## src/rtl/ifstage_hs.sv

```systemverilog
// Instruction-fetch stage with a request/ack handshake to instruction memory.
//
// Fetches the word at PC, registers it into Instr and waits in VALID until
// control advances the PC. The next PC is PC+4, or PC+4+PC_Immed for a taken
// branch. A FETCH that sees no ack for TIMEOUT cycles pulses Fetch_Err and
// keeps re-issuing the same request.
//
// Ports:
//   Clk, Reset          rising-edge clock, asynchronous active-low reset
//   PC_sel, PC_Immed    next-PC select (0: PC+4, 1: PC+4+PC_Immed) and offset
//   PC_LdEn             advance request, honoured only in VALID
//   IMEM_Req/Addr       memory request and word-aligned fetch address
//   IMEM_Ack/Data       memory response strobe and data (same cycle)
//   Instr, Instr_Valid  registered instruction and its qualifier
//   PC                  current PC
//   Busy                low only in VALID
//   Misalign            sticky: a computed next PC had nonzero [1:0]
//   Fetch_Err           one-cycle pulse on fetch timeout
module ifstage_hs #(
  parameter logic [31:0] RESET_PC = 32'h0000_0000,
  parameter int unsigned TIMEOUT  = 15
) (
  input  logic        Clk,
  input  logic        Reset,
  input  logic        PC_sel,
  input  logic [31:0] PC_Immed,
  input  logic        PC_LdEn,
  output logic        IMEM_Req,
  output logic [31:0] IMEM_Addr,
  input  logic        IMEM_Ack,
  input  logic [31:0] IMEM_Data,
  output logic [31:0] Instr,
  output logic        Instr_Valid,
  output logic [31:0] PC,
  output logic        Busy,
  output logic        Misalign,
  output logic        Fetch_Err
);

  localparam int unsigned CntW = (TIMEOUT > 0) ? $clog2(TIMEOUT + 1) : 1;
  // The counter holds the number of ack-less cycles already seen, so the
  // cycle in which it equals TIMEOUT-1 is the TIMEOUT-th one.
  localparam logic [CntW-1:0] CntLast = CntW'((TIMEOUT > 0) ? TIMEOUT - 1 : 0);

  typedef enum logic [1:0] {StIdle, StFetch, StValid} state_e;

  state_e          state_q, state_d;
  logic [31:0]     pc_q, pc_d;
  logic [31:0]     instr_q, instr_d;
  logic            valid_q, valid_d;
  logic            misalign_q, misalign_d;
  logic            fetch_err_q, fetch_err_d;
  logic [CntW-1:0] cnt_q, cnt_d;
  logic [31:0]     next_pc;

  always_ff @(posedge Clk or negedge Reset) begin
    if (!Reset) begin
      state_q     <= StIdle;
      pc_q        <= RESET_PC;
      instr_q     <= 32'h0;
      valid_q     <= 1'b0;
      misalign_q  <= 1'b0;
      fetch_err_q <= 1'b0;
      cnt_q       <= '0;
    end else begin
      state_q     <= state_d;
      pc_q        <= pc_d;
      instr_q     <= instr_d;
      valid_q     <= valid_d;
      misalign_q  <= misalign_d;
      fetch_err_q <= fetch_err_d;
      cnt_q       <= cnt_d;
    end
  end

  always_comb begin
    state_d     = state_q;
    pc_d        = pc_q;
    instr_d     = instr_q;
    valid_d     = valid_q;
    misalign_d  = misalign_q;
    fetch_err_d = 1'b0;
    cnt_d       = cnt_q;
    // Modulo-2^32 arithmetic; the carry out is simply dropped.
    next_pc     = pc_q + 32'd4 + (PC_sel ? PC_Immed : 32'd0);

    unique case (state_q)
      StIdle: begin
        state_d = StFetch;
        cnt_d   = '0;
      end
      StFetch: begin
        // Ack beats timeout when both land in the same cycle.
        if (IMEM_Ack) begin
          instr_d = IMEM_Data;
          valid_d = 1'b1;
          state_d = StValid;
          cnt_d   = '0;
        end else if (cnt_q == CntLast) begin
          fetch_err_d = 1'b1;
          cnt_d       = '0;
        end else begin
          cnt_d = cnt_q + 1'b1;
        end
      end
      StValid: begin
        if (PC_LdEn) begin
          pc_d    = {next_pc[31:2], 2'b00};
          valid_d = 1'b0;
          state_d = StFetch;
          cnt_d   = '0;
          if (next_pc[1:0] != 2'b00) begin
            misalign_d = 1'b1;
          end
        end
      end
      default: begin
        state_d = StIdle;
      end
    endcase
  end

  // Request is decoded straight from state so the async reset drops it at once.
  assign IMEM_Req    = (state_q == StFetch);
  assign IMEM_Addr   = {pc_q[31:2], 2'b00};
  assign Instr       = instr_q;
  assign Instr_Valid = valid_q;
  assign PC          = pc_q;
  assign Busy        = (state_q != StValid);
  assign Misalign    = misalign_q;
  assign Fetch_Err   = fetch_err_q;

endmodule

```

## config.mk

```make
export PLATFORM = sky130hd
export DESIGN_NAME = ifstage_hs
export DESIGN_NICKNAME = d
export VERILOG_FILES = /design/src/rtl/ifstage_hs.sv
export SDC_FILE = /design/constraint.sdc
export NUM_CORES = 1
export LEC_CHECK = 0
export CAP_MARGIN = 10
export CORE_MARGIN = 2
export CORE_UTILIZATION = 25
export DETAILED_ROUTE_END_ITERATION = 12
export PLACE_DENSITY_LB_ADDON = 0.12
export SLEW_MARGIN = 20
export SYNTH_ARGS = -nofsm -noshare
export SYNTH_HDL_FRONTEND = slang
export SYNTH_SLANG_ARGS = --single-unit
export TNS_END_PERCENT = 10
```

## constraint.sdc

```tcl
create_clock -name Clk -period 3.83 [get_ports Clk]
set_input_delay 0.766 -clock Clk [delete_from_list [all_inputs] [get_ports Clk]]
set_output_delay 0.766 -clock Clk [all_outputs]
set_load 0.1 [all_outputs]
```

==> flow_metrics.py <==
metrics = {
    "routing": {
        "postRouteAntennaNets": 0,
        "wirelength_um": 14200,
        "drcViolationCount": 0,
        "first_pass_iters": 4,
        "drt-initial-drc-count": 89,
        "routed_wire_length_per_instance_um": 14.2,
        "vias_per_cell": 4.42,
        "route.vias.total": 4409,
    },
    "global_routing": {
        "global_route_wire_length_before_repair_um": 23300,
        "grt_start_max_net_pins": 72,
        "antenna_found_initial": 0,
        "use_met2_pct": 22.6,
        "met3_track_demand_over_resource_pct": 2.80,
        "first_global_vias": 4657,
        "track_usage_pct": 13.5,
        "grt_overflow_total": 0,
        "met1_usage_pct": 17.7,
        "grt-busiest-layer": "met2",
    },
    "worst_setup_path": {
        "critical_path.slowest_cell": "sky130_fd_sc_hd__clkdlybuf4s50_1",
        "max_stage_delay_ns": 0.47,
        "path_delay_family": "compound AO/OA/AOI/OAI gates",
        "kind_of_start_point_of_the_critical_path": "primary input",
        "crit_path_max_fanout": 3,
        "critical_path_buf_inv_count": 1,
        "worst-setup-path-type": "primary input to register",
        "worst_path_cell_trace": "clkdlybuf4s50_1 > and2_4 > ha_4 > fa_2 > a21o_1 > a221oi_4 > o41ai_4 > a31o_1 > a311o_1 > or3b_4 > mux2i_1 > o2111ai_1",
        "worstPathArrival_ns": 3.92,
        "worstSetupEndpointType": "register",
        "worst-endpoint-required_ns": 4.03,
    },
    "floorplanning": {
        "design.portCount": 170,
        "core_um2": 19500,
        "floorplan.die.height_um": 145,
        "floorplan.die_area_um2": 21100,
        "rows": 51,
        "die_span_x_um": 145,
        "floorplan.initialDensity_pct": 25.5,
    },
    "clock_network": {
        "cts_buffers": 9,
        "h_tree_lvl_count": 3,
        "clock_sinks": 71,
        "cts_max_path_bufs": 2,
        "tritoncts_clock_tree": "yes",
        "ctsRootBufferMaster": "sky130_fd_sc_hd__clkbuf_16",
        "count_of_hold_fix_buffers_inserted_at_cts": 0,
        "clock_insertion_delay_worst_skew_ns": 0.34,
        "clkTransAtPathRegs_ns": 0.06,
    },
    "timing": {
        "setup_repair_after_global_routing_missed_its_margin": "false",
        "final_hold_viol_count": 0,
        "final_period_demand_of_the_worst_path_ns": 3.72,
        "maxClockFrequency_mhz": 269,
        "worst-slew-pin-transition_ns": 1.00,
        "maxSlewHeadroom_pct": 33.0,
        "hold_ws_ns": 0.319,
        "post-route-period-util_pct": 97.1,
        "clock-skew-final_ns": 0.00838,
        "final-max-slew-violation-count": 0,
        "setup-violations-final": 0,
    },
    "synthesis": {
        "compound_gate_portion_of_the_synthesized_area_pct": 14.4,
        "post_synth_fa_ha_maj_area_fraction_pct": 15.2,
        "number_of_synthesized_register_bits": 71,
        "xor_xnor_cell_area_share_of_the_yosys_netlist_pct": 4.74,
        "syn-mean-instance-area_um2": 9.61,
        "synthSimpleGateAreaFrac_pct": 14.1,
        "yosysSeqAreaShare_pct": 35.6,
        "muxShareOfSynthArea_pct": 8.11,
        "mapped_area_um2": 4990,
        "ys_types": 49,
        "synthTopCellsByArea": "sky130_fd_sc_hd__dfrtp_1 (36%), sky130_fd_sc_hd__ha_1 (15%), sky130_fd_sc_hd__mux2_2 (7.9%)",
        "synth_common_cells": "sky130_fd_sc_hd__dfrtp_1 (71), sky130_fd_sc_hd__ha_1 (59), sky130_fd_sc_hd__nand2_1 (49)",
        "synthesis.yosys.warnings": 0,
        "syn_inst": 519,
        "synth_top_cell_by_area": "sky130_fd_sc_hd__dfrtp_1",
        "largest_family_of_logic_cells_by_synthesized_area": "adder cells",
        "synth.top_cell.area_share_pct": 35.6,
        "most_numerous_cell_in_the_yosys_netlist": "sky130_fd_sc_hd__dfrtp_1",
        "synth_edf_count": 0,
        "synth_async_sr_flop_share_pct": 100,
        "synthFlopType": "sky130_fd_sc_hd__dfrtp_1",
    },
    "layout": {
        "final-seq-area_um2": 1780,
        "drive_gt1_share_pct": 20.6,
        "antenna_diode_instance_count": 0,
        "multi_input_comb_area_um2": 2900,
        "area_growth_syn_to_layout_pct": 53.7,
        "finish.net_count": 856,
        "final_core_utilization_pct": 39.3,
        "design_area_um2": 7660,
        "num-fill-cells": 1995,
    },
    "worst_hold_path": {
        "timing.hold.worst.class": "primary input to asynchronous set/reset pin",
    },
    "place": {
        "post-dp-hpwl_um": 10900,
        "globalplace.congestion": 0.811,
        "placed_area_um2": 7260,
        "port-buffer-count": 165,
    },
    "run_status": {
        "run_status": "finished, final reports clean",
    },
    "job": {
        "cap_violations": 0,
    },
}
## timing repair
action | 4_1_cts | 5_1_grt
pin swaps | 1 | 10
buffers inserted | 1 | 3
gates resized for setup | 2 | 9
setup endpoints to repair | 7 | 4
## registers in the layout (all words and copies together) (netlist names)
signal / cells
Fetch_Err: 1
Instr: 32
Instr_Valid: 1
Misalign: 1
PC: 30
cnt_q: 4
state_q: 2
## cells in the final DEF (no fill, tap or decap), types with 3 or more instances in the layout
cell and count:
sky130_fd_sc_hd__buf_4 86, sky130_fd_sc_hd__xnor2_1 15, sky130_fd_sc_hd__nand2_1 49, sky130_fd_sc_hd__clkbuf_16 9, sky130_fd_sc_hd__o21a_1 4, sky130_fd_sc_hd__and2_1 29, sky130_fd_sc_hd__nor3_1 5, sky130_fd_sc_hd__nand4_1 7
sky130_fd_sc_hd__ha_1 57, sky130_fd_sc_hd__mux2_2 35, sky130_fd_sc_hd__dfrtp_1 70, sky130_fd_sc_hd__a21o_1 14, sky130_fd_sc_hd__nand3b_1 3, sky130_fd_sc_hd__a21oi_1 24, sky130_fd_sc_hd__nor2b_1 3, sky130_fd_sc_hd__nor2_1 15
sky130_fd_sc_hd__nand3_1 11, sky130_fd_sc_hd__o21ai_0 45, sky130_fd_sc_hd__nor4_1 3, sky130_fd_sc_hd__o21bai_1 4, sky130_fd_sc_hd__conb_1 4, sky130_fd_sc_hd__o31ai_1 4, sky130_fd_sc_hd__a21boi_0 4, sky130_fd_sc_hd__inv_1 12
sky130_fd_sc_hd__a31oi_1 3, sky130_fd_sc_hd__xor2_1 12, sky130_fd_sc_hd__nand2b_1 3, sky130_fd_sc_hd__clkdlybuf4s50_1 161
## final timing paths
path / from / endpoint / slack (ns) / cells after the start
setup reg to reg: PC[3]$_DFFE_PN0P_ / PC[31]$_DFFE_PN0P_ / 0.48 / 11
max in group asynchronous: Reset / PC[3]$_DFFE_PN0P_ / 2.94 / 2
hold reg to reg: state_q[0]$_DFFE_PN0P_ / state_q[0]$_DFFE_PN0P_ / 0.45 / 1
hold / removal: Reset / PC[26]$_DFFE_PN0P_ / 0.32 / 1
min in group Clk: state_q[0]$_DFFE_PN0P_ / state_q[0]$_DFFE_PN0P_ / 0.45 / 1
setup / recovery: PC_Immed[4] / PC[31]$_DFFE_PN0P_ / 0.11 / 12
## cell families after synthesis
group,after synthesis
simple gates,138
compound gates,116
flops,71
buf+inv,70
fa+ha+maj,60
mux,36
xor+xnor,27
other cells,1
## area by class of cell
class / count / share of cell area, %
tap: 265 / 4.33
timing repair buffer: 251 / 30.2
sequential: 71 / 23.2
multi-input combinational: 381 / 37.8
clock inverter: 7 / 0.947
inverter: 13 / 0.637
clock buffer: 9 / 2.94
## per-stage QoR
| step | std cells | setup slack, ns | TNS (ns) |
|---|---|---|---|
| finish | 997 | 0.111 | 0 |
| global route | 997 | 0.00000888 | 0 |
| global placement | 976 | -0.631 | -4.90 |
| floorplan | 522 | 0.0200 | 0 |
| detailed placement | 976 | -0.700 | -5.65 |
| CTS | 993 | 0.00695 | 0 |
## routing by layer
metal  wire, um  part of all wire [%]
met1       6910                    49
met2       6310                    45
met3        776                   5.5
met4        165                   1.2
met5          0                     0
Power is left out: the tool's default activity adds up to more than one toggle a clock period on the data nets, which glitch-free logic cannot reach.
